[src/rtl/mc_datapath_regs.sv]
// Register stage of the multicycle MIPS datapath: PC, IR, MDR, A, B, ALUOut,
// the unified-memory address mux, and two free-running debug counters.
module mc_datapath_regs #(
  parameter int               WIDTH     = 32,
  parameter logic [WIDTH-1:0] RESET_PC  = 32'h0000_0000,
  parameter int               CNT_WIDTH = 32
) (
  input  logic                 clk,
  input  logic                 rst,
  input  logic                 PCWrite,
  input  logic                 Branch,
  input  logic [1:0]           PCSrc,
  input  logic                 IRWrite,
  input  logic                 lord,
  input  logic                 Zero,
  input  logic [WIDTH-1:0]     ALUResult,
  input  logic [WIDTH-1:0]     ReadData,
  input  logic [WIDTH-1:0]     RD1,
  input  logic [WIDTH-1:0]     RD2,
  output logic [WIDTH-1:0]     PC,
  output logic [WIDTH-1:0]     Adr,
  output logic [WIDTH-1:0]     Instr,
  output logic [WIDTH-1:0]     Data,
  output logic [WIDTH-1:0]     A,
  output logic [WIDTH-1:0]     B,
  output logic [WIDTH-1:0]     ALUOut,
  output logic [CNT_WIDTH-1:0] CycleCount,
  output logic [CNT_WIDTH-1:0] InstrCount,
  output logic                 PCSrcErr
);

  logic             pc_en;
  logic [WIDTH-1:0] jump_target;

  assign pc_en       = PCWrite | (Branch & Zero);
  assign jump_target = {PC[WIDTH-1:WIDTH-4], Instr[WIDTH-7:0], 2'b00};
  assign Adr         = lord ? ALUOut : PC;

  // Reserved select 11 leaves PC alone and latches the sticky error flag.
  always_ff @(posedge clk) begin
    if (rst) begin
      PC       <= RESET_PC;
      PCSrcErr <= 1'b0;
    end else if (pc_en) begin
      case (PCSrc)
        2'b00: PC <= ALUResult;
        2'b01: PC <= ALUOut;
        2'b10: PC <= jump_target;
        2'b11: PCSrcErr <= 1'b1;
      endcase
    end
  end

  always_ff @(posedge clk) begin
    if (rst) begin
      Instr  <= '0;
      Data   <= '0;
      A      <= '0;
      B      <= '0;
      ALUOut <= '0;
    end else begin
      if (IRWrite) Instr <= ReadData;
      Data   <= ReadData;
      A      <= RD1;
      B      <= RD2;
      ALUOut <= ALUResult;
    end
  end

  always_ff @(posedge clk) begin
    if (rst) begin
      CycleCount <= '0;
      InstrCount <= '0;
    end else begin
      CycleCount <= CycleCount + 1'b1;
      if (IRWrite) InstrCount <= InstrCount + 1'b1;
    end
  end

endmodule

[config.mk]
export PLATFORM = sky130hd
export DESIGN_NAME = mc_datapath_regs
export DESIGN_NICKNAME = d
export VERILOG_FILES = /design/src/rtl/mc_datapath_regs.sv
export SDC_FILE = /design/constraint.sdc
export NUM_CORES = 1
export LEC_CHECK = 0
export ABC_AREA = 0
export BUFFER_PORTS_ARGS = -buffer_cell sky130_fd_sc_hd__buf_4
export CAP_MARGIN = 20
export CELL_PAD_IN_SITES_DETAIL_PLACEMENT = 1
export CELL_PAD_IN_SITES_GLOBAL_PLACEMENT = 1
export CORE_AREA = 2 2 167 169
export CTS_BUF_LIST = sky130_fd_sc_hd__clkbuf_4 sky130_fd_sc_hd__clkbuf_8
export CTS_CLUSTER_SIZE = 30
export DETAILED_ROUTE_END_ITERATION = 6
export DIE_AREA = 0 0 169 171
export GPL_TIMING_DRIVEN = 1
export PLACE_DENSITY = 0.88
export SKIP_CTS_REPAIR_TIMING = 1
export SYNTH_ARGS = -nofsm -noshare
export SYNTH_HDL_FRONTEND = slang
export SYNTH_SLANG_ARGS = --single-unit
[constraint.sdc]
create_clock -name clk -period 4.85 [get_ports clk]
set_input_delay 0.2425 -clock clk [delete_from_list [all_inputs] [get_ports clk]]
set_output_delay 0.2425 -clock clk [all_outputs]
set_load 0.02 [all_outputs]
==> flow_metrics.py <==
metrics = {
    "outcome": {
        "run_status": "finished, final reports clean",
    },
    "place": {
        "placed_cells": 1689,
        "placement.io_buffers": 425,
        "pre_cts_ws_ps": 2285,
        "dp_hpwl_mm": 25.35,
        "place_congestion": 0.8069,
    },
    "logic_synthesis": {
        "synth_top_family_by_area": "simple AND/OR/NAND/NOR gates",
        "synth_area_per_cell_um2": 9.786,
        "ys.warnings.count": 0,
        "synth_compound_area_frac": 0.09326,
        "synth_seq_cells": 257,
        "synth_area_um2": 9619,
        "synthXorXnorAreaFrac": 0.02276,
        "synth_cell_types": 37,
        "synth_cells": 983,
        "yosysSeqAreaShare": 0.5349,
        "syn_nets": 1126,
        "synthAdderAreaFrac": 0.007804,
        "synth-simple-area-share": 0.2285,
        "synth_mux_area_frac": 0.08234,
    },
    "clocking": {
        "clock_path_buffers": 3,
        "clock_latency_ps": 560,
        "clkSinkCount": 257,
        "cts.clk_slew.worst_paths_ps": 60,
        "htree_levels": 2,
        "cts_buffers": 46,
        "cts_tree": "done",
        "cts_root_buf": "clkbuf_8",
    },
    "route": {
        "viasPerCell": 5.325,
        "routedWlPerCell_um": 24.73,
        "route.detailed.drc": 0,
        "ant_nets": 0,
        "dr.pass1.iters": 6,
        "totalWireLength_mm": 47.15,
        "drt_first_iter_violations": 785,
        "via_count": 10160,
    },
    "global_route": {
        "grt_use_total": 0.2498,
        "grt_pass1_wl_mm": 55.95,
        "first_global_vias": 9669,
        "grt_max_degree": 142,
        "grt_overflow": 0,
        "antenna_found_initial": 7,
    },
    "timing": {
        "timing.fmax_mhz": 427.2,
        "finalSetupViolCount": 0,
        "worst_slack_ps": 2509,
        "clock_skew_ps": 29.63,
        "slew_violations": 0,
        "setup_tns_ps": 0,
        "rsz0062_at_grt": "false",
        "finalCritPeriodShare": 0.4826,
        "tightest_slew_ps": 926.7,
        "fin_hold_ws_ps": 116.5,
        "period_needed_ps": 2341,
        "hold_viol": 0,
        "relSlewSlack": 0.3822,
    },
    "floorplan": {
        "fp.coreArea_um2": 27320,
        "dieArea_um2": 28900,
        "num_io_pins": 426,
        "initial_utilization": 0.3520,
        "dieHeight_um": 171,
        "die_w_um": 169,
        "rows": 61,
    },
    "power": {
        "total_power_w": 0.005415,
        "power_density_nw_per_um2": 352.9,
        "irDropWorstVdd_mv": 0.2307,
        "leakage_nw": 6.744,
    },
    "setup_path": {
        "regToRegSetupSlack_ps": 2510,
        "r2r_end": "InstrCount[25]$_SDFFE_PP0P_",
        "crit_required_ps": 5320,
        "critPathCaptureType": "flip-flop",
        "crit_arrival_ps": 2810,
        "worstSetupPathType": "reg2reg",
        "reg2reg_depth": 4,
        "r2r_start": "InstrCount[13]$_SDFFE_PP0P_",
        "cp-start-kind": "flip-flop",
        "critPathMaxFanout": 21,
    },
    "hold_path": {
        "hp-start": "PCWrite",
        "hold_path_class": "in2reg",
        "hold_end": "PCSrcErr$_SDFFE_PP0P_",
        "holdPathStages": 5,
    },
    "cells_and_area": {
        "final_cell_mix": "425 x buf_4, 257 x dfxtp_1, 140 x nor2b_1, 128 x dlygate4sd3_1, 77 x nor2_1",
        "regArea_um2": 5145,
        "nFillCells": 3040,
        "drive_gt1_frac": 0.3638,
        "finalNonFillerCells": 1907,
        "multiInputGateArea_um2": 4197,
        "syn2layout_area_growth_pct": 59.53,
        "final_common_cell": "buf_4",
        "fin_nets": 1662,
    },
    "flow_run": {
        "maxCapViolCount": 0,
    },
}
## logic make-up after synthesis
family	count (synthesis)
buffers and inverters	77
AO/OA/AOI/OAI	139
XOR/XNOR	25
multiplexers	74
adder cells (fa/ha/maj)	6
AND/OR/NAND/NOR	405
flip-flops	257
## layer usage
metal,routed length [um],GRT usage
met1,16960,0.2631
met2,24260,0.4565
met3,3621,0.08235
met4,2311,0.1067
met5,0,0
## synthesized netlist by cell type (all sizes together)
master,count,share of area
nor3,8,0.0042
nand4,23,0.018
nor4,10,0.0065
a21oi,52,0.027
ha,6,0.0078
inv,10,0.0039
or2,1,0.00065
or3,15,0.010
o31ai,9,0.0070
nand3,25,0.013
or4,12,0.0094
o21ai,14,0.0073
or4b,1,0.0010
nand2b,4,0.0026
nor2b,140,0.091
mux2,41,0.048
mux2i,33,0.034
clkbuf,54,0.021
xor2,13,0.012
nor2,78,0.030
o21ba,3,0.0031
a22oi,26,0.020
nor3b,1,0.00078
xnor2,12,0.011
a311oi,6,0.0055
and4,10,0.0092
buf,13,0.0055
nand2,72,0.028
dfxtp,257,0.53
and3,4,0.0026
and2,1,0.00065
o211ai,26,0.020
o31a,3,0.0027
## through the flow
stage	cell area (um2)	util
floorplan	9619	-
global placement	13040	0.4771
detailed placement	13040	0.4771
CTS	14040	0.5140
global route	15340	0.5615
finish	15350	0.5616
## sequential cells by signal, indices dropped and copies added, names as in the netlist
name and cells:
PC 32, Instr 32, InstrCount 32, CycleCount 32, B 32, ALUOut 32
Data 32, PCSrcErr 1, A 32
## how the worst max path moves through the flow
stage | from | endpoint | slack (ps) | cells past startpoint
final | InstrCount[13]$_SDFFE_PP0P_ | InstrCount[25]$_SDFFE_PP0P_ | 2510 | 4
after global routing | InstrCount[13]$_SDFFE_PP0P_ | InstrCount[25]$_SDFFE_PP0P_ | 2370 | 4
after CTS | InstrCount[13]$_SDFFE_PP0P_ | InstrCount[25]$_SDFFE_PP0P_ | 2520 | 4
after detailed placement | IRWrite | InstrCount[31]$_SDFFE_PP0P_ | 2290 | 5
after global placement | IRWrite | InstrCount[31]$_SDFFE_PP0P_ | 2390 | 5
after floorplan | CycleCount[5]$_SDFF_PP0_ | CycleCount[31]$_SDFF_PP0_ | 2810 | 5
## critical path, stage by stage, from the launching register on
cell     delay (ps)
dfxtp_1         460
nand4_1         170
or4_1           880
or4_1           580
a21oi_1         170
## final cells by class
class | count | share of cell area
flip-flops and latches | 257 | 0.3353
repair buffers | 555 | 0.2936
multi-input cells | 649 | 0.2735
clock buffers | 76 | 0.06286
well taps | 346 | 0.02821
clock inverters | 6 | 0.002854
inverters | 10 | 0.002446
diodes | 8 | 0.001305
## power breakdown
part           internal (W)  switching, W
clock network       0.00126       0.00100
logic              0.000384      0.000476
registers           0.00221     0.0000838
total               0.00385       0.00156
Note: power is estimated with default switching activity, not from simulation.
